`config.mk`:
```
export PLATFORM = sky130hd
export DESIGN_NAME = sort_frame_loader
export DESIGN_NICKNAME = d
export VERILOG_FILES = /design/src/rtl/sort_frame_loader.sv
export SDC_FILE = /design/constraint.sdc
export NUM_CORES = 1
export LEC_CHECK = 0
export BUFFER_PORTS_ARGS = -buffer_cell sky130_fd_sc_hd__buf_4
export CORE_UTILIZATION = 58
export CTS_CLUSTER_DIAMETER = 50
export CTS_CLUSTER_SIZE = 24
export DETAILED_ROUTE_END_ITERATION = 8
export GPL_TIMING_DRIVEN = 1
export PLACE_DENSITY = 0.82
export SYNTH_ARGS = -nofsm -noshare
export SYNTH_HDL_FRONTEND = slang
export SYNTH_SLANG_ARGS = --single-unit
```
`constraint.sdc`:
```
create_clock -name clk -period 2.3 [get_ports clk]
set_input_delay 0.575 -clock clk [delete_from_list [all_inputs] [get_ports clk]]
set_output_delay 0.575 -clock clk [all_outputs]
set_load 0.01 [all_outputs]
```
`src/rtl/sort_frame_loader.sv`:
```
// Collects NUM_VALS words from a valid/ready stream into one packed frame for the
// sorter's A input; flush closes a partial frame, and unused slots keep PAD_VAL.
module sort_frame_loader #(
  parameter int                NUM_VALS = 8,
  parameter int                WIDTH    = 4,
  parameter logic [WIDTH-1:0]  PAD_VAL  = {WIDTH{1'b0}}
) (
  input  logic                              clk,
  input  logic                              rst_n,
  input  logic                              in_valid,
  output logic                              in_ready,
  input  logic [WIDTH-1:0]                  in_data,
  input  logic                              flush,
  output logic                              out_valid,
  input  logic                              out_ready,
  output logic [NUM_VALS*WIDTH-1:0]         out_frame,
  output logic [$clog2(NUM_VALS+1)-1:0]     out_count
);

  localparam int CW   = $clog2(NUM_VALS + 1);
  localparam int CNTW = $clog2(NUM_VALS);

  localparam logic [0:0] FILL = 1'b0;
  localparam logic [0:0] HOLD = 1'b1;

  logic [0:0]      state;
  logic [CNTW-1:0] cnt;
  logic [WIDTH-1:0] slots [NUM_VALS];

  logic accept;
  logic last;
  logic close;

  // in_ready comes from the state register alone, never from out_ready.
  assign in_ready = (state == FILL);
  assign accept   = in_valid & in_ready;
  assign last     = (cnt == CNTW'(NUM_VALS - 1));
  // Empty frames are never emitted: a flush alone needs at least one stored word.
  assign close    = in_ready & ((accept & (last | flush)) |
                                (flush & (cnt != {CNTW{1'b0}})));

  // Fill/hold sequencing, slot storage and output registers.
  always_ff @(posedge clk or negedge rst_n) begin
    if (!rst_n) begin
      state     <= FILL;
      cnt       <= {CNTW{1'b0}};
      out_valid <= 1'b0;
      out_count <= {CW{1'b0}};
      for (int i = 0; i < NUM_VALS; i++) begin
        slots[i] <= PAD_VAL;
      end
    end else begin
      case (state)
        FILL: begin
          if (accept) begin
            slots[cnt] <= in_data;
          end
          if (close) begin
            state     <= HOLD;
            out_valid <= 1'b1;
            out_count <= CW'(cnt) + {{(CW-1){1'b0}}, accept};
            cnt       <= {CNTW{1'b0}};
          end else if (accept) begin
            cnt <= cnt + {{(CNTW-1){1'b0}}, 1'b1};
          end
        end
        HOLD: begin
          // out_valid is always high here, so out_ready alone completes the handshake.
          if (out_ready) begin
            state     <= FILL;
            out_valid <= 1'b0;
            out_count <= {CW{1'b0}};
            for (int i = 0; i < NUM_VALS; i++) begin
              slots[i] <= PAD_VAL;
            end
          end
        end
        default: begin
          state     <= FILL;
          cnt       <= {CNTW{1'b0}};
          out_valid <= 1'b0;
          out_count <= {CW{1'b0}};
        end
      endcase
    end
  end

  for (genvar g = 0; g < NUM_VALS; g++) begin : g_pack
    assign out_frame[g*WIDTH +: WIDTH] = slots[g];
  end

endmodule

```
==> impl_metrics.tcl <==
set metrics [dict create \
    cp_max_fo 11 \
    r2r_end "out_count[3]$_DFFE_PN0P_" \
    clock_latency_ns 0.29 \
    ys_types 35 \
    portBuffers 46 \
    nFillCells 244 \
    vias_per_cell 5.75 \
    post_cts_buffers 0 \
    hpwl_mm 3.12 \
    grt_use_total_pct 25.0 \
    r2r_start "cnt[1]$_DFFE_PN0P_" \
    end_kind "primary output" \
    p_leak_nw 1.42 \
    n_antenna_cell 0 \
    status "finished, final reports clean" \
    hold_path.class "input port to asynchronous set/reset pin" \
    grt_pass1_vias 1584 \
    rsz0062_at_grt "false" \
    ctsResizeCount 0 \
    worstSetupPathType "flop to primary output" \
    ir_worst_vdd_mv 0.782 \
    syn_area_mm2 0.00218 \
    slew_headroom_pct 54.6 \
    ys_ff_latch 41 \
    max_stage_delay_ns 0.57 \
    crit_chain "clkinv_1, buf_4" \
    fp.dieH_um 63.3 \
    setup_viol 0 \
    h-tree-depth 2 \
    avgRoutedWirePerCell_um 15.3 \
    cap_violations 0 \
    ys_warn_count 0 \
    rows 21 \
    ios 47 \
    postRouteAntennaNets 0 \
    critPathRequiredTime_ns 1.73 \
    initial_utilization_pct 62.7 \
    grt_start_max_net_pins 42 \
    reg2regPathDepth 5 \
    core-area_mm2 0.00347 \
    final_nets 262 \
    cts.sinks 41 \
    cts_max_path_buffers 2 \
    synth_edf_count 0 \
    postCtsHoldBufs 0 \
    maxSlewViolCount 0 \
    clock_tree.root_cell "clkbuf_8" \
    rrSetupSlack_ns 0.45 \
    die_area_mm2 0.00400 \
    finalWirelength_mm 4.52 \
    layout-drive-gt1-share_pct 27.7 \
    p_per_area_mw_per_mm2 1110 \
    clk_pin_slew_ns 0.08 \
    fin_setup_tns_ns 0 \
    ys_seq_area_share_pct 47.2 \
    synthesis.nets 221 \
    fin_skew_ns 0.00390 \
    syn_avg_cell_area_um2 10.5 \
    p_total_mw 2.89 \
    post-route-period-util_pct 86.4 \
    first_pass_iters 4 \
    synthFlopType "dfrtp_1" \
    cp_data_arrival_time_ns 1.41 \
    cts_buffers 5 \
    cp_slowest_cell "dfrtp_1" \
    fin_crit_ns 1.99 \
    first_iter_violations 160 \
    routabilityCongestion 0.784 \
    synthArstFlopShare_pct 100 \
    cp-start-kind "flop" \
    area_growth_pct 20.0 \
    drc 0 \
    tightest_slew_ns 0.681 \
    fmax_mhz 503 \
    syn_inst 207 \
    grt_pass1_wl_mm 7.76 \
    fp.dieW_um 63.3 \
    antenna_found_initial 0 \
    hold_violations 0 \
    dr_total_vias 1695 \
    overflow 0 \
    tritoncts "yes" \
]
worst max-delay path, delay by kind of cell, from the launching register on:
family | cells | cell delay [ns]
flip-flops | 1 | 0.57
buffers and inverters | 2 | 0.55
stage by stage:
stage	cells	area, um^2	util [%]	hold slack (ns)	worst slack, ns
CTS	295	2610	75.3	0.268	0.325
global route	295	2610	75.3	0.299	0.232
detailed placement	287	2510	72.4	0.484	0.502
global placement	287	2510	72.4	0.486	0.545
finish	295	2610	75.3	0.250	0.314
floorplan	207	2180	-	0.279	0.649
worst max path at each step:
stage	from	end	slack [ns]	cells after the start
floorplan	in_valid	out_count[1]$_DFFE_PN0P_	0.65	6
global placement	in_valid	out_count[1]$_DFFE_PN0P_	0.55	6
detailed placement	cnt[1]$_DFFE_PN0P_	out_count[3]$_DFFE_PN0P_	0.50	5
CTS	state$_DFF_PN0_	in_ready	0.33	2
global route	state$_DFF_PN0_	in_ready	0.23	2
finish	state$_DFF_PN0_	in_ready	0.31	2
power breakdown:
part	total [mW]	switching, mW	internal (mW)
sequential	1.17	0.231	0.934
combinational	1.20	0.623	0.579
clock	0.519	0.248	0.271
registers in the layout (all words and copies together), names as in the netlist:
signal,cells
out_count,4
out_valid,1
state,1
cnt,3
out_frame,32
layout make-up:
cell class                      instances  area (um^2)  area share, %
Clock inverter                          1         5.00          0.192
Tap cell                               46         57.6           2.20
Clock buffer                            7         96.3           3.69
Inverter                               20         75.1           2.87
Sequential cell                        41         1030           39.3
Multi-Input combinational cell        129          968           37.1
Timing Repair Buffer                   51          383           14.7
cell families after synthesis:
kind of cell	share of synthesized area, %
xor gates and xnor gates	0.805
adders and majority gates	2.88
AOI/OAI and AO/OA	12.2
buffers and inverters	8.34
DFF	47.2
muxes	12.9
and+or+nand+nor	15.8
Yosys cell counts (all sizes together) (3+ instances only):
master   n  area [um^2]
dfrtp   41         1030
nand2   32          120
mux2i   28          280
o21ai   21          105
inv     19         71.3
clkbuf   9         33.8
buf      8         72.6
nand4    6         43.8
ha       5         62.6
a21o     4         30.0
o32ai    4         35.0
a21oi    3         15.0
a221o    3         30.0
a221oi   3         26.3
nand3    3         20.0
routing by layer:
| metal | vias up | share of wire, % | GRT usage, % |
|---|---|---|---|
| li1 | 798 | - | - |
| met3 | 11 | 4.6 | 4.53 |
| met5 | - | 0 | 0 |
| met4 | 0 | 2.4 | 10.2 |
| met1 | 827 | 45 | 34.8 |
| met2 | 59 | 48 | 38.4 |
placed cells by master (no fill, tap or decap), drive strengths merged:
master  netlist  routed
o311ai        1       1
and3b         1       1
nor4b         1       1
xnor2         2       2
clkbuf        9       7
mux2i        28      28
nor2b         2       2
a21o          4       4
a221oi        3       3
o21a          1       1
and2          1       1
o32ai         4       4
inv          19      19
nand2        32      32
nand4b        2       2
buf           8      51
a21oi         3       3
ha            5       5
o21ai        21      21
dfrtp        41      41
nor3b         2       2
clkinv        1       2
nand3         3       3
nor2          1       1
nand3b        1       1
a221o         3       3
nand4         6       6
and4bb        2       2
No activity file was read; power rests on OpenSTA's default activity.
